**src/rtl/brew_ctrl.sv**
```systemverilog
// Brew sequencer: button edge detect, IDLE/HEAT/BREW/DONE/FAULT sequencing on a ms timebase, registered Moore outputs (1 cycle).
// Optional feature macro BREW_PAUSE_EN adds a PAUSE state that freezes the brew timer; default build has no PAUSE.
module brew_ctrl #(
  parameter int CLK_HZ          = 50_000_000,
  parameter int HEAT_TIMEOUT_MS = 30_000,
  parameter int BREW_SMALL_MS   = 20_000,
  parameter int BREW_LARGE_MS   = 40_000,
  parameter int DONE_MS         = 3_000
) (
  input  logic       clk,
  input  logic       rst,
  input  logic       start_btn,
  input  logic       cancel_btn,
  input  logic       size_large,
  input  logic       water_ok,
  input  logic       temp_ready,
  output logic       heater_on,
  output logic       pump_on,
  output logic       busy,
  output logic       done_led,
  output logic       fault,
  output logic [2:0] state_o
);

  localparam int TICKS  = CLK_HZ / 1000;
  localparam int PW     = (TICKS > 1) ? $clog2(TICKS) : 1;
  localparam int MAX_HB = (HEAT_TIMEOUT_MS > BREW_SMALL_MS) ? HEAT_TIMEOUT_MS : BREW_SMALL_MS;
  localparam int MAX_LD = (BREW_LARGE_MS > DONE_MS) ? BREW_LARGE_MS : DONE_MS;
  localparam int MAX_MS = (MAX_HB > MAX_LD) ? MAX_HB : MAX_LD;
  localparam int MW     = $clog2(MAX_MS) + 1;

  localparam logic [PW-1:0] PRESC_MAX  = PW'(TICKS - 1);
  localparam logic [MW-1:0] HEAT_LAST  = MW'(HEAT_TIMEOUT_MS - 1);
  localparam logic [MW-1:0] SMALL_LAST = MW'(BREW_SMALL_MS - 1);
  localparam logic [MW-1:0] LARGE_LAST = MW'(BREW_LARGE_MS - 1);
  localparam logic [MW-1:0] DONE_LAST  = MW'(DONE_MS - 1);

  typedef enum logic [2:0] {
    S_IDLE  = 3'd0,
    S_HEAT  = 3'd1,
    S_BREW  = 3'd2,
    S_DONE  = 3'd3,
    S_FAULT = 3'd4,
    S_PAUSE = 3'd5
  } state_t;

  state_t        state_q, state_d;
  logic [PW-1:0] presc_q, presc_d;
  logic [MW-1:0] ms_q, ms_d;
  logic          size_q, size_d;
  logic          start_prev_q, start_prev_d;
  logic          cancel_prev_q, cancel_prev_d;
  logic          heater_q, heater_d;
  logic          pump_q, pump_d;
  logic          busy_q, busy_d;
  logic          done_q, done_d;
  logic          fault_q, fault_d;

  logic start_evt, cancel_evt, ms_tick;
  logic heat_exp, brew_exp, done_exp;
  logic timer_frozen, timer_keep;

  assign start_evt     = start_btn & ~start_prev_q;
  assign cancel_evt    = cancel_btn & ~cancel_prev_q;
  assign start_prev_d  = start_btn;
  assign cancel_prev_d = cancel_btn;

  assign ms_tick  = (presc_q == PRESC_MAX);
  assign heat_exp = ms_tick && (ms_q == HEAT_LAST);
  assign brew_exp = ms_tick && (ms_q == (size_q ? LARGE_LAST : SMALL_LAST));
  assign done_exp = ms_tick && (ms_q == DONE_LAST);

  always_comb begin
    state_d = state_q;
    size_d  = size_q;
    case (state_q)
      S_IDLE: begin
        if (start_evt) begin
          if (water_ok) begin
            state_d = S_HEAT;
            size_d  = size_large;
          end else begin
            state_d = S_FAULT;
          end
        end
      end
      S_HEAT: begin
        // temp_ready outranks the timeout when both land in the same cycle
        if (cancel_evt)      state_d = S_IDLE;
        else if (!water_ok)  state_d = S_FAULT;
        else if (temp_ready) state_d = S_BREW;
        else if (heat_exp)   state_d = S_FAULT;
      end
      S_BREW: begin
        if (cancel_evt)      state_d = S_IDLE;
        else if (!water_ok)  state_d = S_FAULT;
        else if (brew_exp)   state_d = S_DONE;
`ifdef BREW_PAUSE_EN
        else if (start_evt)  state_d = S_PAUSE;
`endif
      end
      S_DONE: begin
        if (cancel_evt || done_exp) state_d = S_IDLE;
      end
      S_FAULT: begin
        if (cancel_evt) state_d = S_IDLE;
      end
`ifdef BREW_PAUSE_EN
      S_PAUSE: begin
        if (cancel_evt)     state_d = S_IDLE;
        else if (!water_ok) state_d = S_FAULT;
        else if (start_evt) state_d = S_BREW;
      end
`endif
      default: state_d = S_IDLE;
    endcase
  end

`ifdef BREW_PAUSE_EN
  // BREW<->PAUSE keeps the elapsed brew time so total pump time is preserved
  assign timer_frozen = (state_q == S_PAUSE);
  assign timer_keep   = ((state_q == S_BREW) && (state_d == S_PAUSE)) ||
                        ((state_q == S_PAUSE) && (state_d == S_BREW));
`else
  assign timer_frozen = 1'b0;
  assign timer_keep   = 1'b0;
`endif

  always_comb begin
    presc_d = presc_q;
    ms_d    = ms_q;
    if ((state_d != state_q) && !timer_keep) begin
      presc_d = '0;
      ms_d    = '0;
    end else if (!timer_frozen) begin
      if (ms_tick) begin
        presc_d = '0;
        ms_d    = ms_q + MW'(1);
      end else begin
        presc_d = presc_q + PW'(1);
      end
    end
  end

  always_comb begin
    heater_d = (state_d == S_HEAT) || (state_d == S_BREW) || (state_d == S_PAUSE);
    pump_d   = (state_d == S_BREW);
    busy_d   = (state_d != S_IDLE);
    done_d   = (state_d == S_DONE);
    fault_d  = (state_d == S_FAULT);
  end

  always_ff @(posedge clk) begin
    if (rst) begin
      state_q       <= S_IDLE;
      presc_q       <= '0;
      ms_q          <= '0;
      size_q        <= 1'b0;
      start_prev_q  <= 1'b0;
      cancel_prev_q <= 1'b0;
      heater_q      <= 1'b0;
      pump_q        <= 1'b0;
      busy_q        <= 1'b0;
      done_q        <= 1'b0;
      fault_q       <= 1'b0;
    end else begin
      state_q       <= state_d;
      presc_q       <= presc_d;
      ms_q          <= ms_d;
      size_q        <= size_d;
      start_prev_q  <= start_prev_d;
      cancel_prev_q <= cancel_prev_d;
      heater_q      <= heater_d;
      pump_q        <= pump_d;
      busy_q        <= busy_d;
      done_q        <= done_d;
      fault_q       <= fault_d;
    end
  end

  assign heater_on = heater_q;
  assign pump_on   = pump_q;
  assign busy      = busy_q;
  assign done_led  = done_q;
  assign fault     = fault_q;
  assign state_o   = state_q;

endmodule

```
**config.mk**
```make
export PLATFORM = sky130hd
export DESIGN_NAME = brew_ctrl
export DESIGN_NICKNAME = d
export VERILOG_FILES = /design/src/rtl/brew_ctrl.sv
export SDC_FILE = /design/constraint.sdc
export NUM_CORES = 1
export LEC_CHECK = 0
export BUFFER_PORTS_ARGS = -buffer_cell sky130_fd_sc_hd__buf_2
export CAP_MARGIN = 25
export CORE_UTILIZATION = 60
export DETAILED_ROUTE_END_ITERATION = 8
export PLACE_DENSITY = 0.83
export SLEW_MARGIN = 40
export SYNTH_ARGS = -nofsm -noshare
export SYNTH_HDL_FRONTEND = slang
export SYNTH_SLANG_ARGS = --single-unit
```
**constraint.sdc**
```tcl
create_clock -name clk -period 2.9 [get_ports clk]
set_input_delay 0.145 -clock clk [delete_from_list [all_inputs] [get_ports clk]]
set_output_delay 0.145 -clock clk [all_outputs]
set_load 0.05 [all_outputs]
```
==> metrics.md, run 1 <==
| Metric | Value |
|---|---|
| Flops & latches, synth | `44` |
| Metal3 WL | `209 um` |
| Ratio of cells with drive above 1 in the final layout | `23.5%` |
| Post-route clock period utilization | `91.5%` |
| WL met1 | `2460 um` |
| F_max | `0.377 GHz` |
| Crit Path Category | `flop to flop` |
| # DRC | `0` |
| Hpwl dp | `3890 um` |
| Chip height | `67.0 um` |
| Post-CTS Hold Buffers | `0` |
| WHS Path Cells | `2` |
| Status | `finished clean` |
| Filler cells | `326` |
| Delay of the slowest critical-path stage | `0.51 ns` |
| Fin crit period | `2.65 ns` |
| LEAKAGE | `0.911 nW` |
| Maximum VDD drop | `0.221 mV` |
| Dominant synthesized flop cell | `dfxtp_1` |
| Critical path buffer and inverter count | `0` |
| CP max-delay cell | `nand4_4` |
| Actual slew at the worst max-slew pin | `0.582 ns` |
| Largest buffer count on any clock path | `2` |
| DRT antenna net count | `0` |
| DR pass1 iterations | `4` |
| Resize count post-CTS | `0` |
| Total core area | `0.00403 mm2` |
| Mapped cell area | `0.00253 mm2` |
| MaxCap Viol Count | `0` |
| # nets final | `297` |
| Initial antenna violation count | `0` |
| Skew final | `0.0112 ns` |
| Worst Path Required | `3.13 ns` |
| Most frequent cells in the layout | `dfxtp_1, a21oi_2, xnor2_1` |
| Slew headroom | `61.1%` |
| Synth cell types | `56` |
| R2R Path End | `ms_q[9]` |
| CP Launch Type | `flop` |
| GRT Overall Usage | `27.0%` |
| Routability congestion estimate from global placement | `0.864` |
| Hold Path Sink | `start_prev_q` |
| Worst setup EP type | `flop` |
| Final number of max-transition violations | `0` |
| Root buf cell | `clkbuf_8` |
| Hold Slack | `0.0678 ns` |
| CTS tree | `done` |
| FF-to-FF path depth | `8` |
| Pin count of the biggest net entering global routing | `27` |
| Synth async-reset ratio | `0%` |
| Port Buffers | `14` |
| HP Class | `input pin to flop` |
| Hold path startpoint | `start_btn` |
| Post-CTS Repair Setup Buffers | `0` |
| Multi-input logic area | `0.00155 mm2` |
| Met2 WL | `2550 um` |
| CP Cell Sequence | `ha_1 -> and4_1 -> and4_4 -> a31oi_1 -> nor2_1 -> nor2_4 -> nand4_4 -> a21oi_1` |
| Fin Setup TNS | `0 ns` |
| Critical Path Fanout Max | `26` |
| Warnings, synthesis | `0` |
| Largest cells by area after synthesis | `dfxtp_1, a21oi_2, xnor2_1` |
| Routed Wire Length | `5290 um` |
| Chip width | `67.0 um` |
| Arr. time, crit path | `2.88 ns` |
| Placed cell count | `331` |
| Synth Area per Inst | `9.45 um2` |
| Syn nets | `277` |
| Rows | `23` |
| Clock Latency Late Sink | `0.30 ns` |
| H-tree depth | `2` |
| Seq/Total Area, Yosys | `34.8%` |
| Die area | `0.00448 mm2` |
| Setup Viol. Count Final | `0` |
| Final Hold Viols | `0` |
| Num CTS Buffers | `5` |
| CP delay by family, top | `simple AND/OR/NAND/NOR gates` |
| Clk pin slew, worst setup/hold paths | `0.09 ns` |
| Most common cell after layout, fill and taps aside | `dfxtp_1` |
| Unrepaired setup endpoints after global routing | `false` |
| Area Growth Syn to Fin | `8.65%` |
| Register area | `881 um2` |
| Finished Layout Cells | `339` |
| Vias in the first global route | `1953` |
| DR top layer | `met4` |
| Clock sink total | `44` |
| Ant diodes | `0` |
| Pwr Density | `405 mW/mm2` |
| Initial DRC count | `98` |
| Top Ports | `15` |
| Total gr overflow | `0` |
| Yosys top cell by area | `dfxtp_1` |
| EDFF count, synth | `0` |
| Mapped Cells | `268` |
| R2r startpoint | `ms_q[0]` |
| Vias/cell | `6.09` |
| Initial cell density of the core | `62.9%` |
| Post-synth top area share | `34.8%` |
| Total number of vias | `2065` |
| First-pass GRT wire length | `9010 um` |
| R2r setup slk | `0.25 ns` |
| Wire per inst | `15.6 um` |
where the power goes:
group	leakage [nW]	switching (W)	internal (W)
sequential	0.356	0.00000999	0.000614
clock	0.0479	0.000213	0.000168
combinational	0.507	0.0000774	0.0000322
Yosys cell counts, types with 2 or more instances:
library cell and count:
ha_1 2, nand2b_1 5, dfxtp_1 44, xor2_1 11, o21a_1 4, a221oi_1 2, xnor2_1 20, and4_1 5
or3_1 2, and3_1 9, a21oi_1 7, mux2i_1 2, a21oi_2 21, a31oi_1 3, nor3_1 6, a211o_1 2
nor4_1 6, buf_6 6, nor2b_1 7, nor2_1 19, o21ba_1 2, or4b_1 3, nor4bb_1 2, nand4_1 10
nand2_1 19, nor4b_1 3, clkbuf_1 5, nand3_1 13
layer usage:
layer,GRT usage (%),up-vias
li1,-,1022
met1,33.4,983
met2,43.7,54
met3,5.99,6
met4,13.0,0
met5,0,-
cells by family after synthesis:
logic type	count (synthesis)	synth area share [%]
mux	2	0.791
compound gates	55	19.4
flops	44	34.8
fa+ha+maj	2	0.988
buf+inv	14	3.90
simple gates	120	29.4
xor+xnor	31	10.7
registers in the layout (all words and copies together) (netlist names):
| name | count |
|---|---|
| size_q | 1 |
| start_prev_q | 1 |
| presc_q | 16 |
| busy | 1 |
| done_led | 1 |
| cancel_prev_q | 1 |
| heater_on | 1 |
| ms_q | 17 |
| fault | 1 |
| pump_on | 1 |
| state_o | 3 |
per-stage QoR:
step | utilization (%) | area (um2) | setup slack, ns | power, W
6_report | 68.3 | 2750 | 0.246 | 0.00111
3_3_place_gp | 65.7 | 2650 | 0.254 | 0.000745
2_1_floorplan | - | 2530 | 0.578 | 0.000727
4_1_cts | 68.3 | 2750 | 0.237 | 0.00113
3_5_place_dp | 66.1 | 2660 | 0.280 | 0.000747
5_1_grt | 68.3 | 2750 | 0.0288 | 0.00116
worst max path at each step:
| stage | start | end | depth (start not counted) |
|---|---|---|---|
| after detailed placement | ms_q[0] | ms_q[11] | 8 |
| final | ms_q[0] | ms_q[9] | 8 |
| after CTS | ms_q[0] | ms_q[9] | 8 |
| after floorplan | ms_q[0] | ms_q[3] | 10 |
| after global placement | ms_q[9] | ms_q[14] | 7 |
| after global routing | ms_q[0] | ms_q[14] | 8 |
cell type report:
cell class                 instances  area share, %
clock buffer                       5           2.50
clock inverter                     3          0.682
inverter                           2          0.273
multi-input combinational        210           56.4
sequential                        44           32.0
tap                               50           2.27
timing repair buffer              25           5.82
No activity file was read; power rests on OpenSTA's default activity.
==> run 2, diff against run 1 <==
--- a/config.mk
+++ b/config.mk
@@ -7,6 +7,7 @@
 export LEC_CHECK = 0
 export BUFFER_PORTS_ARGS = -buffer_cell sky130_fd_sc_hd__buf_2
 export CAP_MARGIN = 25
+export CORE_ASPECT_RATIO = 1.2
 export CORE_UTILIZATION = 60
 export DETAILED_ROUTE_END_ITERATION = 8
 export PLACE_DENSITY = 0.83
==> metrics.md, run 2 (synthesis results as in run 1) <==
| Metric | Value |
|---|---|
| Chip height | `73.2 um` |
| Slew headroom | `59.0%` |
| Total power | `0.00124 W` |
| Most common cell after layout, fill and taps aside | `dfxtp_1` |
| Maximum VDD drop | `0.273 mV` |
| CP max-delay cell | `nand4_4` |
| Largest buffer count on any clock path | `2` |
| Post-CTS Repair Setup Buffers | `0` |
| Post-CTS Hold Buffers | `0` |
| Clock sink total | `44` |
| Wire per inst | `15.5 um` |
| Die area | `0.00449 mm2` |
| Reg with most FFs | `ms_q` |
| Post-route clock period utilization | `91.9%` |
| Pwr Density | `441 mW/mm2` |
| Total core area | `0.00400 mm2` |
| # nets final | `300` |
| Rows | `25` |
| Crit Path Category | `flop to flop` |
| Initial DRC count | `257` |
| Worst setup EP type | `flop` |
| R2r setup slk | `0.23 ns` |
| H-tree depth | `2` |
| Delay of the slowest critical-path stage | `0.52 ns` |
| Final Worst Setup Slack | `0.235 ns` |
| CP Cell Sequence | `ha_1 -> and4_1 -> and4_4 -> a31oi_1 -> nor2_1 -> nor2_4 -> nand4_4 -> a21oi_1` |
| Area Growth Syn to Fin | `11.3%` |
| Placed cell count | `338` |
| Unrepaired setup endpoints after global routing | `false` |
| Fin Setup TNS | `0 ns` |
| Hpwl dp | `3830 um` |
| Max reg flops | `17` |
| Root buf cell | `clkbuf_8` |
| Ant diodes | `0` |
| Routed Wire Length | `5380 um` |
| # DRC | `0` |
| Actual slew at the worst max-slew pin | `0.615 ns` |
| CP Capture Point | `ms_q[11]` |
| CP Launch Type | `flop` |
| First-pass GRT wire length | `9070 um` |
| Final Hold Viols | `0` |
| FF-to-FF path depth | `8` |
| Initial cell density of the core | `63.3%` |
| Top Ports | `15` |
| Initial antenna violation count | `0` |
| HP Class | `input pin to flop` |
| DR pass1 iterations | `5` |
| LEAKAGE | `0.944 nW` |
| Vias/cell | `6.03` |
| Pin count of the biggest net entering global routing | `27` |
| Clock Latency Late Sink | `0.29 ns` |
| Crit path from | `presc_q[0]` |
| Skew final | `0.00869 ns` |
| Setup Viol. Count Final | `0` |
| Arr. time, crit path | `2.88 ns` |
| Port Buffers | `14` |
| DRT antenna net count | `0` |
| Dpl ws | `0.289 ns` |
| Critical Path Fanout Max | `26` |
| Finished Layout Cells | `346` |
| Fin crit period | `2.67 ns` |
| F_max | `0.375 GHz` |
| Most frequent cells in the layout | `dfxtp_1, a21oi_2, xnor2_1` |
| Final number of max-transition violations | `0` |
| MaxCap Viol Count | `0` |
| R2R Path End | `ms_q[11]` |
| Worst Path Required | `3.11 ns` |
| Ratio of cells with drive above 1 in the final layout | `24.3%` |
| Routability congestion estimate from global placement | `0.934` |
| Total gr overflow | `0` |
| Vias in the first global route | `2027` |
| Status | `finished clean` |
| Num CTS Buffers | `5` |
| Resize count post-CTS | `0` |
| Chip width | `61.3 um` |
| CTS tree | `done` |
| Clk pin slew, worst setup/hold paths | `0.09 ns` |
| R2r startpoint | `presc_q[0]` |
| GRT Overall Usage | `27.1%` |
| Total number of vias | `2086` |
run 2: cell types whose count changed in the layout (fill, tap and decap cells not counted), sizes merged:
cell and change:
buf +3, clkinv -3, bufinv +1, clkbuf +2
run 2: final cells by class:
cell class / instances / area (um2)
fill: 323 / 1190
multi-input combinational: 210 / 1550
clock inverter: 1 / 30.0
tap: 54 / 67.6
timing repair buffer: 28 / 183
clock buffer: 7 / 96.3
inverter: 2 / 7.51
sequential: 44 / 881
run 2: how the worst min path moves through the flow:
stage	from	to	slack, ns	depth (start not counted)
after detailed placement	start_btn	start_prev_q	0.39	2
after CTS	start_btn	start_prev_q	0.08	2
after global routing	start_btn	start_prev_q	0.10	2
after floorplan	rst	pump_on	0.23	1
final	start_btn	start_prev_q	0.08	2
after global placement	start_btn	start_prev_q	0.37	2
run 2: metal layers:
metal	up-vias	routed length, um	GRT usage, %
met3	11	241	4.43
met1	980	2300	32.5
li1	1031	-	-
met5	-	0	0
met4	0	121	12.1
met2	64	2720	46.5
run 2: critical path: cells and delay by family, from the launching register on:
family                     cells  cell delay (ns)
adders and majority gates      1             0.24
and+or+nand+nor                5             1.33
DFF                            1             0.34
AOI/OAI and AO/OA              2             0.64
run 2: report_power, final:
group	total [W]	internal (W)	switching [W]
sequential	0.000624	0.000614	0.0000101
clock	0.000511	0.000304	0.000206
combinational	0.000110	0.0000321	0.0000775
run 2: per-stage QoR:
| stage | area [um2] | hold slack (ns) | util, % |
|---|---|---|---|
| floorplan | 2530 | 0.234 | - |
| global placement | 2680 | 0.374 | 66.8 |
| detailed placement | 2690 | 0.392 | 67.2 |
| CTS | 2820 | 0.0810 | 70.4 |
| global route | 2820 | 0.104 | 70.4 |
| finish | 2820 | 0.0776 | 70.4 |
==> run 3, diff against run 2 <==
--- a/config.mk
+++ b/config.mk
@@ -5,12 +5,13 @@
 export SDC_FILE = /design/constraint.sdc
 export NUM_CORES = 1
 export LEC_CHECK = 0
+export ABC_AREA = 1
 export BUFFER_PORTS_ARGS = -buffer_cell sky130_fd_sc_hd__buf_2
 export CAP_MARGIN = 25
 export CORE_ASPECT_RATIO = 1.2
-export CORE_UTILIZATION = 60
+export CORE_UTILIZATION = 65
 export DETAILED_ROUTE_END_ITERATION = 8
-export PLACE_DENSITY = 0.83
+export PLACE_DENSITY = 0.88
 export SLEW_MARGIN = 40
 export SYNTH_ARGS = -nofsm -noshare
 export SYNTH_HDL_FRONTEND = slang
==> constraint.sdc (replaced) <==
create_clock -name clk -period 3.4 [get_ports clk]
set_input_delay 0.17 -clock clk [delete_from_list [all_inputs] [get_ports clk]]
set_output_delay 0.17 -clock clk [all_outputs]
set_load 0.05 [all_outputs]
==> metrics.md, run 3 <==
| Metric | Value |
|---|---|
| Wire per inst | `11.7 um` |
| Yosys top cell by area | `dfxtp_1` |
| CP Launch Type | `flop` |
| Max reg flops | `17` |
| Vias in the first global route | `1957` |
| Critical Path Fanout Max | `17` |
| Syn nets | `332` |
| Adder-Cell Fraction of Synth Area | `1.01%` |
| Dpl ws | `0.882 ns` |
| Port Buffers | `14` |
| Hpwl dp | `3330 um` |
| Ratio of cells with drive above 1 in the final layout | `20.6%` |
| Final Worst Setup Slack | `0.871 ns` |
| Initial DRC count | `86` |
| Root buf cell | `clkbuf_8` |
| Commonest cells in the netlist | `nand2_1, nor2_1, dfxtp_1, inv_1` |
| Multiplexer share of the synthesized area | `0.405%` |
| Post-synth top area share | `35.6%` |
| Largest cells by area after synthesis | `dfxtp_1, nand2_1, nor2_1` |
| Synth async-reset ratio | `0%` |
| Post-route clock period utilization | `74.4%` |
| Chip height | `69.5 um` |
| Seq/Total Area, Yosys | `35.6%` |
| Initial antenna violation count | `0` |
| GRT Overall Usage | `25.5%` |
| F_max | `0.395 GHz` |
| Total number of vias | `2001` |
| Final number of max-transition violations | `0` |
| DR pass1 iterations | `4` |
| Routability congestion estimate from global placement | `0.914` |
| Post-synthesis compound-gate area fraction | `1.72%` |
| HP Class | `input pin to flop` |
| Worst Path Required | `3.60 ns` |
| WHS Path Cells | `3` |
| Area Growth Syn to Fin | `6.99%` |
| Routed Wire Length | `4590 um` |
| Total power | `0.000991 W` |
| Dominant synthesized flop cell | `dfxtp_1` |
| Rows | `24` |
| Setup Viol. Count Final | `0` |
| Die area | `0.00405 mm2` |
| First-pass GRT wire length | `8020 um` |
| H-tree depth | `2` |
| FF-to-FF path depth | `13` |
| Clock Latency Late Sink | `0.30 ns` |
| # nets final | `348` |
| Pwr Density | `375 mW/mm2` |
| LEAKAGE | `0.960 nW` |
| CTS tree | `done` |
| Most frequent cells in the layout | `nand2_1, nor2_1, dfxtp_1` |
| Simple-gate share of the synthesized area | `40.8%` |
| Fin Setup TNS | `0 ns` |
| Total gr overflow | `0` |
| Unrepaired setup endpoints after global routing | `false` |
| Most frequent cell after synthesis | `nand2_1` |
| Post-CTS Repair Setup Buffers | `0` |
| Mapped Cells | `323` |
| Most common cell after layout, fill and taps aside | `nand2_1` |
| Skew final | `0.00624 ns` |
| Resize count post-CTS | `0` |
| Reg with most FFs | `ms_q` |
| Flops & latches, synth | `44` |
| Worst setup EP type | `flop` |
| Main combinational cell family by area after synthesis | `simple AND/OR/NAND/NOR gates` |
| Num CTS Buffers | `5` |
| Status | `finished clean` |
| Synth Area per Inst | `7.65 um2` |
| DRT antenna net count | `0` |
| MaxCap Viol Count | `0` |
| Synth cell types | `31` |
| Initial cell density of the core | `68.0%` |
| Chip width | `58.3 um` |
| # DRC | `0` |
| Clock sink total | `44` |
| Vias/cell | `5.12` |
| Ant diodes | `0` |
| EDFF count, synth | `0` |
| Warnings, synthesis | `0` |
| Fin crit period | `2.53 ns` |
| Final Hold Viols | `0` |
| Top Ports | `15` |
| Crit Path Category | `flop to flop` |
| Clk pin slew, worst setup/hold paths | `0.08 ns` |
| Total core area | `0.00363 mm2` |
| Arr. time, crit path | `2.73 ns` |
| Largest buffer count on any clock path | `2` |
| Synth Area in XOR/XNOR | `10.6%` |
| Slew headroom | `60.8%` |
| Actual slew at the worst max-slew pin | `0.587 ns` |
| Post-CTS Hold Buffers | `0` |
| Mapped cell area | `0.00247 mm2` |
| Maximum VDD drop | `0.241 mV` |
| Pin count of the biggest net entering global routing | `18` |
-- run 3: power breakdown --
group	switching, W	leakage (nW)	internal (W)	total [W]
Sequential	0.00000673	0.356	0.000524	0.000531
Combinational	0.0000815	0.554	0.0000248	0.000106
Clock	0.000173	0.0503	0.000181	0.000354
-- run 3: cell type report --
cell class              count  area (um2)
clock buffers               7        96.3
fillers                   314         990
inverters                  49         184
multi-input cells         225        1350
flip-flops and latches     44         881
well taps                  52        65.1
repair buffers             14        70.1
-- run 3: cell families (layout without fill, tap and decap cells) --
| family | after synthesis | count (layout) |
|---|---|---|
| XOR/XNOR | 30 | 30 |
| multiplexers | 1 | 1 |
| AO/OA/AOI/OAI | 7 | 7 |
| flip-flops | 44 | 44 |
| adder cells (fa/ha/maj) | 2 | 2 |
| AND/OR/NAND/NOR | 185 | 185 |
| buffers and inverters | 54 | 70 |
-- run 3: worst paths after layout --
kind         startpoint             to  slack [ns]
max          presc_q[0]       ms_q[12]        0.87
min          cancel_btn  cancel_prev_q        0.07
min reg2reg  presc_q[0]     presc_q[0]        0.46
max reg2reg  presc_q[0]       ms_q[12]        0.87
-- run 3: routing by layer --
metal | part of all wire (%) | wire length, um | track usage [%]
met1 | 43 | 1970 | 29.1
met2 | 52 | 2370 | 43.4
met3 | 2.7 | 123 | 5.41
met4 | 2.9 | 131 | 13.5
met5 | 0 | 0 | 0
-- run 3: per-stage QoR --
stage	cell area, um2	hold WS, ns	cells	utilization, %
3_3_place_gp	2550	0.379	384	70.1
2_1_floorplan	2470	0.239	323	-
3_5_place_dp	2550	0.385	384	70.1
4_1_cts	2640	0.0734	391	72.8
5_1_grt	2640	0.0995	391	72.8
6_report	2640	0.0691	391	72.8
-- run 3: worst max-delay path, cell delays in order, from the launching register on --
cell	delay [ns]
dfxtp_1	0.36
ha_1	0.21
nand3_2	0.13
nor2_2	0.13
nand3_2	0.09
nor2_4	0.25
nand2_1	0.11
nand2_1	0.07
nand2_1	0.05
nand2_1	0.05
nand2_1	0.06
nand3_1	0.10
nand4_2	0.48
nor3_1	0.33
